==> src/rtl/rx_sym_collect.sv <==
// Collects subcarriers 0..N_SC-1 of one OFDM symbol from the serial-to-parallel
// stage, publishes the snapshot with QPSK decisions and erasures, and flags faults.
module rx_sym_collect #(
  parameter int N_SC     = 8,
  parameter int DW       = 20,
  parameter int TIMEOUT  = 64,
  parameter int ERASE_TH = 1024
) (
  input  logic                 clk,
  input  logic                 rst,
  input  logic [N_SC*DW-1:0]   receive_sig_real,
  input  logic [N_SC*DW-1:0]   receive_sig_imag,
  input  logic [N_SC-1:0]      Rx_tvalid,
  output logic [N_SC*DW-1:0]   sym_real,
  output logic [N_SC*DW-1:0]   sym_imag,
  output logic [2*N_SC-1:0]    sym_bits,
  output logic [N_SC-1:0]      sym_erase,
  output logic                 sym_valid,
  output logic                 sym_err,
  output logic [1:0]           err_code,
  output logic [15:0]          frame_cnt,
  output logic [7:0]           err_cnt
);

  localparam int IW = (N_SC > 1) ? $clog2(N_SC) : 1;
  localparam int TW = $clog2(TIMEOUT + 1);
  localparam logic [DW:0] L_ERASE_TH = (DW+1)'(ERASE_TH);

  typedef enum logic {S_IDLE, S_COLLECT} state_t;

  state_t               r_state;
  logic [IW-1:0]        r_expect;
  logic [TW-1:0]        r_timer;
  logic [N_SC*DW-1:0]   r_sh_real;
  logic [N_SC*DW-1:0]   r_sh_imag;
  logic [N_SC*DW-1:0]   r_sym_real;
  logic [N_SC*DW-1:0]   r_sym_imag;
  logic [2*N_SC-1:0]    r_sym_bits;
  logic [N_SC-1:0]      r_sym_erase;
  logic                 r_sym_valid;
  logic                 r_sym_err;
  logic [1:0]           r_err_code;
  logic [15:0]          r_frame_cnt;
  logic [7:0]           r_err_cnt;

  logic                 w_any;
  logic                 w_legal;
  logic [IW-1:0]        w_idx;
  logic                 w_beat0;
  logic                 w_hit;
  logic                 w_done;
  logic                 w_restart;
  logic                 w_bad;
  logic                 w_tmo;
  logic                 w_fault;
  logic [1:0]           w_code;
  logic                 w_capture;
  logic [N_SC*DW-1:0]   w_full_real;
  logic [N_SC*DW-1:0]   w_full_imag;
  logic [2*N_SC-1:0]    w_bits;
  logic [N_SC-1:0]      w_erase;

  // Magnitude is taken one bit wider so the most negative sample does not alias to itself.
  function automatic logic is_erase(input logic [DW-1:0] x);
    logic [DW:0] ext;
    logic [DW:0] mag;
    ext = {x[DW-1], x};
    mag = x[DW-1] ? (~ext + {{DW{1'b0}}, 1'b1}) : ext;
    return (mag < L_ERASE_TH);
  endfunction

  // Beat classification and index encode
  always_comb begin
    w_any   = |Rx_tvalid;
    w_legal = ($countones(Rx_tvalid) == 1);
    w_idx   = '0;
    for (int k = 0; k < N_SC; k++) begin
      w_idx = Rx_tvalid[k] ? IW'(k) : w_idx;
    end
  end

  // Event decode for the current cycle
  always_comb begin
    w_beat0   = w_legal && (w_idx == '0);
    w_hit     = (r_state == S_COLLECT) && w_legal && (w_idx == r_expect);
    w_done    = w_hit && (r_expect == IW'(N_SC-1));
    w_restart = (r_state == S_COLLECT) && w_beat0;
    w_bad     = w_any && !w_beat0 && !w_hit;
    w_tmo     = (r_state == S_COLLECT) && !w_any && (r_timer == TW'(TIMEOUT-2));
    w_fault   = w_bad || w_restart || w_tmo;
    w_capture = w_beat0 || w_hit;
    if (w_bad) begin
      w_code = 2'd1;
    end else if (w_tmo) begin
      w_code = 2'd2;
    end else begin
      w_code = 2'd3;
    end
  end

  // The final slot bypasses the shadow so the symbol is published one cycle after its last beat
  always_comb begin
    w_full_real = {receive_sig_real[N_SC*DW-1 -: DW], r_sh_real[(N_SC-1)*DW-1:0]};
    w_full_imag = {receive_sig_imag[N_SC*DW-1 -: DW], r_sh_imag[(N_SC-1)*DW-1:0]};
    w_bits      = '0;
    w_erase     = '0;
    for (int k = 0; k < N_SC; k++) begin
      w_bits[2*k]   = w_full_real[k*DW + DW - 1];
      w_bits[2*k+1] = w_full_imag[k*DW + DW - 1];
      w_erase[k]    = is_erase(w_full_real[k*DW +: DW]) | is_erase(w_full_imag[k*DW +: DW]);
    end
  end

  // Collection state machine
  always_ff @(posedge clk) begin
    if (rst) begin
      r_state  <= S_IDLE;
      r_expect <= '0;
      r_timer  <= '0;
    end else begin
      case (r_state)
        S_IDLE: begin
          if (w_beat0) begin
            r_state  <= S_COLLECT;
            r_expect <= IW'(1);
            r_timer  <= '0;
          end else begin
            r_state  <= S_IDLE;
          end
        end
        S_COLLECT: begin
          if (w_done || w_bad || w_tmo) begin
            r_state  <= S_IDLE;
            r_expect <= '0;
            r_timer  <= '0;
          end else if (w_restart) begin
            r_expect <= IW'(1);
            r_timer  <= '0;
          end else if (w_hit) begin
            r_expect <= r_expect + IW'(1);
            r_timer  <= '0;
          end else begin
            r_timer  <= r_timer + TW'(1);
          end
        end
        default: begin
          r_state  <= S_IDLE;
          r_expect <= '0;
          r_timer  <= '0;
        end
      endcase
    end
  end

  // Shadow buffer capture
  always_ff @(posedge clk) begin
    if (rst) begin
      r_sh_real <= '0;
      r_sh_imag <= '0;
    end else if (w_capture) begin
      r_sh_real[w_idx*DW +: DW] <= receive_sig_real[w_idx*DW +: DW];
      r_sh_imag[w_idx*DW +: DW] <= receive_sig_imag[w_idx*DW +: DW];
    end
  end

  // Symbol outputs and frame counter
  always_ff @(posedge clk) begin
    if (rst) begin
      r_sym_real  <= '0;
      r_sym_imag  <= '0;
      r_sym_bits  <= '0;
      r_sym_erase <= '0;
      r_sym_valid <= 1'b0;
      r_frame_cnt <= 16'd0;
    end else begin
      r_sym_valid <= w_done;
      if (w_done) begin
        r_sym_real  <= w_full_real;
        r_sym_imag  <= w_full_imag;
        r_sym_bits  <= w_bits;
        r_sym_erase <= w_erase;
        r_frame_cnt <= r_frame_cnt + 16'd1;
      end
    end
  end

  // Fault reporting
  always_ff @(posedge clk) begin
    if (rst) begin
      r_sym_err  <= 1'b0;
      r_err_code <= 2'd0;
      r_err_cnt  <= 8'd0;
    end else begin
      r_sym_err <= w_fault;
      if (w_fault) begin
        r_err_code <= w_code;
        if (r_err_cnt != 8'hFF) begin
          r_err_cnt <= r_err_cnt + 8'd1;
        end
      end
    end
  end

  assign sym_real  = r_sym_real;
  assign sym_imag  = r_sym_imag;
  assign sym_bits  = r_sym_bits;
  assign sym_erase = r_sym_erase;
  assign sym_valid = r_sym_valid;
  assign sym_err   = r_sym_err;
  assign err_code  = r_err_code;
  assign frame_cnt = r_frame_cnt;
  assign err_cnt   = r_err_cnt;

endmodule

==> config.mk <==
export PLATFORM = sky130hd
export DESIGN_NAME = rx_sym_collect
export DESIGN_NICKNAME = d
export VERILOG_FILES = /design/src/rtl/rx_sym_collect.sv
export SDC_FILE = /design/constraint.sdc
export NUM_CORES = 2
export LEC_CHECK = 0
export CORE_AREA = 2 2 277 279
export DETAILED_ROUTE_END_ITERATION = 7
export DIE_AREA = 0 0 279 281
export PLACE_DENSITY_LB_ADDON = 0.2
export SYNTH_ARGS = -nofsm -noshare
export SYNTH_HDL_FRONTEND = slang
export SYNTH_SLANG_ARGS = --single-unit
==> constraint.sdc <==
create_clock -name clk -period 6.3 [get_ports clk]
set_input_delay 0.945 -clock clk [delete_from_list [all_inputs] [get_ports clk]]
set_output_delay 0.945 -clock clk [all_outputs]
set_load 0.05 [all_outputs]
== Yosys cells after proc, flatten, opt, wreduce, memory -nomap -nowiden ==
Index checks and enable logic that the tools add are counted.
Widths: inputs -> output; s select.
Storage, ports and cells
  flip-flop bits (word level): 703
  logic and storage cells: 157
  input port bits: 330
  output and inout bits: 372
Cells by class
  shift-type cells: 5
  multiplexer cells: 40
  bitwise operators: 25
  multipliers: 1
  magnitude comparators: 16
  equal/unequal tests: 7
  reductions and logical operators: 21
  $add $sub $neg: 28
Operators by type and width (number)
  $add 21x1->21 const B: 16
  $lt 21x11->1 const B: 16
  $mux 21: 16
  $not 21->21: 16
  $bwmux 160: 2
  $shiftx 160x9->20: 2
  $shiftx 20x34->160: 2
  $shift 20x34->160 const A: 1
  $neg 8->34: 1
  $mux 7: 4
  $mux 3: 8
  $add 16x1->16 const B: 1
  $pmux 7 s2: 1
  $logic_and 1x1->1: 9
  $add 1x1->2: 4
  $add 8x1->8 const B: 1
  $ne 8x8->1 const B: 1
  $or 1x1->1: 8
  $reduce_or 8->1: 1
  $add 7x1->7 const B: 1
  $eq 7x6->1 const B: 1
  $add 2x2->3: 2
  $mul 3x3->6 const B: 1
  $mux 2: 3
  15 further kinds: 25

== Longest topological paths before layout ==
  word-level depth: 16
  gate-level depth with buffers: 23
  mapped depth without buffers: 16

== Worst setup path before layout ==
Ideal clock, no wire load.
  path type: in2reg
  start point: input port Rx_tvalid[5]
  end point: register r_sh_real[26]
  stages: 22
  data required time: 6166 ps
  path buffers: 8
  arrival time: 5467 ps
  setup time: 134 ps
  setup slack: 700 ps
  cells stage by stage: clkbuf_1 > or2_2 > buf_2 > o211ai_1 > nand2_1 > clkbuf_1 > ha_1 > ha_1 > ha_1 > clkbuf_1 > or4_1 > nor2_1 > ha_1 > clkbuf_1 > and2_1 > clkbuf_1 > a22oi_1 > clkbuf_1 > nor2_1 > clkbuf_1 > nand2_1 > o22ai_1
Between the ends
  cells in the longest elaborated chain, start to end: 7
  elaborated cells between the ends (all ways): 19
  those cells by class: add/sub (4); mul (1); eq/ne (2); shift (3); mux (4); reduce/logical (5)
Ends and longest elaborated chain
  start, declared: line 13  | input logic [N_SC-1:0] Rx_tvalid,
  $mux 3 or $add 1x1->2 (tied branches): line 78, 75
  $mux 3 or $add 2x2->3 (tied branches): line 78, 75
  $mux 3 or $add 3x3->4 (tied branches): line 78, 75
  $mul 3x3->6 or $eq 4x1->1 (tied branches): line 161, 75
  $shiftx 160x9->20, or another cell as far along: line 161  | r_sh_real[w_idx*DW +: DW] <= receive_sig_real[w_idx*DW +: DW];
  $shiftx 20x34->160, or another cell as far along: line 161
  $bwmux 160 or $logic_or 1x1->1 (tied branches): line 161, 91
  end signal, assigned by index: line 161
  end, declared: line 34  | logic [N_SC*DW-1:0] r_sh_real;
Parallel ways exist; a longest one is shown, timed or not.
A chain may end at the register's enable or synchronous reset.

== Worst setup path after layout ==
  start point: input port Rx_tvalid[0]
  end point: register r_sh_real[117]
Between the ends
  cells in the longest elaborated chain, start to end: 7
  elaborated cells between the ends (all ways): 8
  those cells by class: add/sub (3); eq/ne (1); reduce/logical (4)
Ends and longest elaborated chain
  $add 1x1->2 (not written as such) (*): line 75  | w_legal = ($countones(Rx_tvalid) == 1);
  $add 2x2->3 (not written as such) (*): line 75
  $add 3x3->4 (not written as such) (*): line 75
  $eq 4x1->1 (*): line 75
  $logic_and 1x1->1 (2 in series): line 85  | w_hit = (r_state == S_COLLECT) && w_legal && (w_idx == r_expect);
  $logic_or 1x1->1 (*): line 91  | w_capture = w_beat0 || w_hit;
Mark *: on every way between the ends. The rest lies on a longest branch, timed or not.

==> impl_metrics.yaml <==
place:
  hpwl_um: 128000
  gp_congestion: 1.07
  numPortBuffers: 701
  post-place-cells: 5759
logic_synthesis:
  syn_area_mm2: 0.0317
  synth_warnings: 0
  synth_cell_types: 94
  yosysTopAreaCell: "dfxtp_1"
  netlist_instances: 4163
  syn_avg_cell_area_um2: 7.62
  ys_ff_latch: 647
  seq_area_frac_synth: 0.408
  synth_ff_type: "dfxtp_1"
  synthDominantCellAreaShare: 0.408
  ys_top_cells_by_area: "dfxtp_1, nand2_1, a21oi_1, a211oi_1, o21ai_0"
  synthesis.nets: 4516
  synthArstFlopShare: 0
  synth_edf_count: 0
floorplanning:
  dieArea_mm2: 0.0784
  rows: 101
  ioPinCount: 702
  die_y_um: 281
  core_area_mm2: 0.0754
  die_w_um: 279
  initial_core_util: 0.421
status:
  status: "finished, final reports clean"
final_layout:
  final_cells: 5901
  drive_above_1_share: 0.0867
  final_cell_mix: "nand2_1, clkdlybuf4s50_1, dfxtp_1"
  layout_commonest_cell: "nand2_1"
  syn2layout_area_growth_pct: 36.0
  num-nets-final: 5208
grt:
  grt_max_degree: 150
  grt_overflow: 0
  antenna_found_initial: 15
  grt_usage: 0.405
  grt_pass1_vias: 34177
  grt_first_pass_wirelength_um: 234000
cts:
  cts_tree: "yes"
  numCtsBuffers: 72
  cts_root_buffer: "clkbuf_16"
  cts.sinks: 647
  cts_buffer_depth: 3
  ctsResizeCount: 0
  postCtsSetupBuffers: 0
  cts.htree.levels: 3
  ctsHoldBuffers: 0
  clk_latency_ns: 0.64
  clk_pin_slew_worst_paths_ns: 0.06
setup_path:
  critical_path_arrival_ns: 6.15
  crit_slowest_cell: "nor3_1"
  r2r-end: "sym_erase[0]"
  crit_path_max_incr_delay_ns: 0.63
  crit_chain: "clkdlybuf4s50_1 > fa_1 > inv_1 > fa_1 > fa_1 > inv_1 > ha_1 > inv_1 > fa_1 > nor2_1 > a31oi_1 > or4b_4 > a211o_1 > a211o_4 > nor3_1 > a211oi_1"
  end_kind: "flip-flop"
  critPathRequiredTime_ns: 6.76
  r2r_slack_ns: 3.32
  crit_type: "in2reg"
  path_max_fanout: 8
  r2r_cells: 7
  rr_startpoint: "r_sh_imag[0]"
  critical_path_buf_inv_count: 4
  critPathTopFamily: "adder cells"
  crit_top_cell: "fa_1"
  cp-start-kind: "input port"
pwr:
  ir_drop_uv: 191
  pwr_density_cell_mw_per_mm2: 238
  cellLeakagePower_nw: 14.9
  power.total_mw: 10.3
timing:
  slew_headroom: 0.168
  final.min_clock_period_ns: 5.68
  rsz0062_at_grt: "no"
  slew_viol_final: 0
  period_share: 0.902
  hold_ws_ns: 0.450
  finalSetupViolCount: 0
  fmax_ghz: 0.176
  final.setup.tns_ns: 0
  worst_pin_slew_ns: 1.24
  hold_viol: 0
  clock-skew-final_ns: 0.0433
detailed_routing:
  wl_um: 165000
  detail-route-antenna-nets: 0
  vias_per_cell: 6.15
  drtIter0Drc: 3892
  wl_per_cell_um: 28.0
  first_pass_iters: 6
  drc: 0
  vias: 36295
hold_path:
  hp-class: "reg2reg"
  hold_depth: 2
  holdPathEnd: "sym_real[115]"
  hp-start: "sym_real[115]"
run:
  cap_violations: 0
-- power by group --
group	internal [mW]	leakage (nW)	switching, mW
logic	0.588	8.52	1.28
clock network	2.45	1.20	1.83
registers	4.09	5.21	0.00313
-- routing by layer --
layer,up-vias,global-route usage,part of all wire
li1,16496,-,-
met5,-,0,0.00054
met2,1971,0.678,0.47
met1,17358,0.479,0.38
met3,462,0.0799,0.081
met4,8,0.253,0.069
-- area by class of cell --
class / instances / area (µm²)
fill: 7213 / 32300
multi-input combinational: 3144 / 17300
sequential: 647 / 13000
timing repair buffer: 952 / 9060
clock buffer: 104 / 2150
tap: 978 / 1220
clock inverter: 27 / 265
inverter: 38 / 144
antenna: 11 / 27.5
-- sequential cells by signal (all words and copies together) (netlist names), 2 cells and up --
register / count
sym_imag: 160
sym_erase: 8
r_sh_real: 140
err_cnt: 8
r_sh_imag: 140
frame_cnt: 16
sym_real: 159
r_timer: 7
r_expect: 3
err_code: 2
-- cells by family after synthesis --
group | synth area share
AND/OR/NAND/NOR | 0.217
AO/OA/AOI/OAI | 0.296
flip-flops | 0.408
buffers and inverters | 0.0481
multiplexers | 0.0138
XOR/XNOR | 0.00635
adder cells (fa/ha/maj) | 0.0100
-- Yosys cell counts, types with 17 or more instances --
master,number
nand2_1,884
dfxtp_1,647
a21oi_1,507
nor2_1,318
clkbuf_1,273
o21ai_0,259
a211oi_1,184
a31oi_1,93
nor3_1,69
nor4_1,67
nand3_1,61
o22ai_1,47
a22oi_1,45
o211a_1,44
nor2b_1,40
mux2i_1,37
nand4_1,35
inv_1,33
o31ai_1,33
buf_2,29
o221ai_1,29
nand2b_1,22
a32oi_1,19
ha_1,19
buf_4,18
or3_1,18
or4_1,17
-- metrics by stage --
step | utilization | instance area, µm² | setup WS (ns)
2_1_floorplan | - | 31700 | 0.700
3_3_place_gp | 0.540 | 40700 | 0.114
3_5_place_dp | 0.540 | 40700 | 0.0740
4_1_cts | 0.572 | 43100 | 0.721
5_1_grt | 0.572 | 43100 | 0.525
6_report | 0.572 | 43200 | 0.616
-- worst min-delay path: cells and delay by family (launching register included) --
kind	cells	cell delay, ns
simple gates	1	0.05
compound gates	1	0.05
flops	1	0.30
-- worst max-delay path by stage --
stage / startpoint / to / slack (ns) / depth (start not counted)
floorplan: Rx_tvalid[5] / r_sh_real[26] / 0.70 / 22
global placement: Rx_tvalid[0] / r_sh_real[116] / 0.11 / 16
detailed placement: Rx_tvalid[0] / r_sh_real[117] / 0.07 / 16
CTS: Rx_tvalid[0] / r_sh_real[81] / 0.72 / 17
global route: Rx_tvalid[0] / r_sh_real[118] / 0.52 / 16
finish: Rx_tvalid[0] / r_sh_real[117] / 0.62 / 16
No activity file was read; power rests on OpenSTA's default activity.
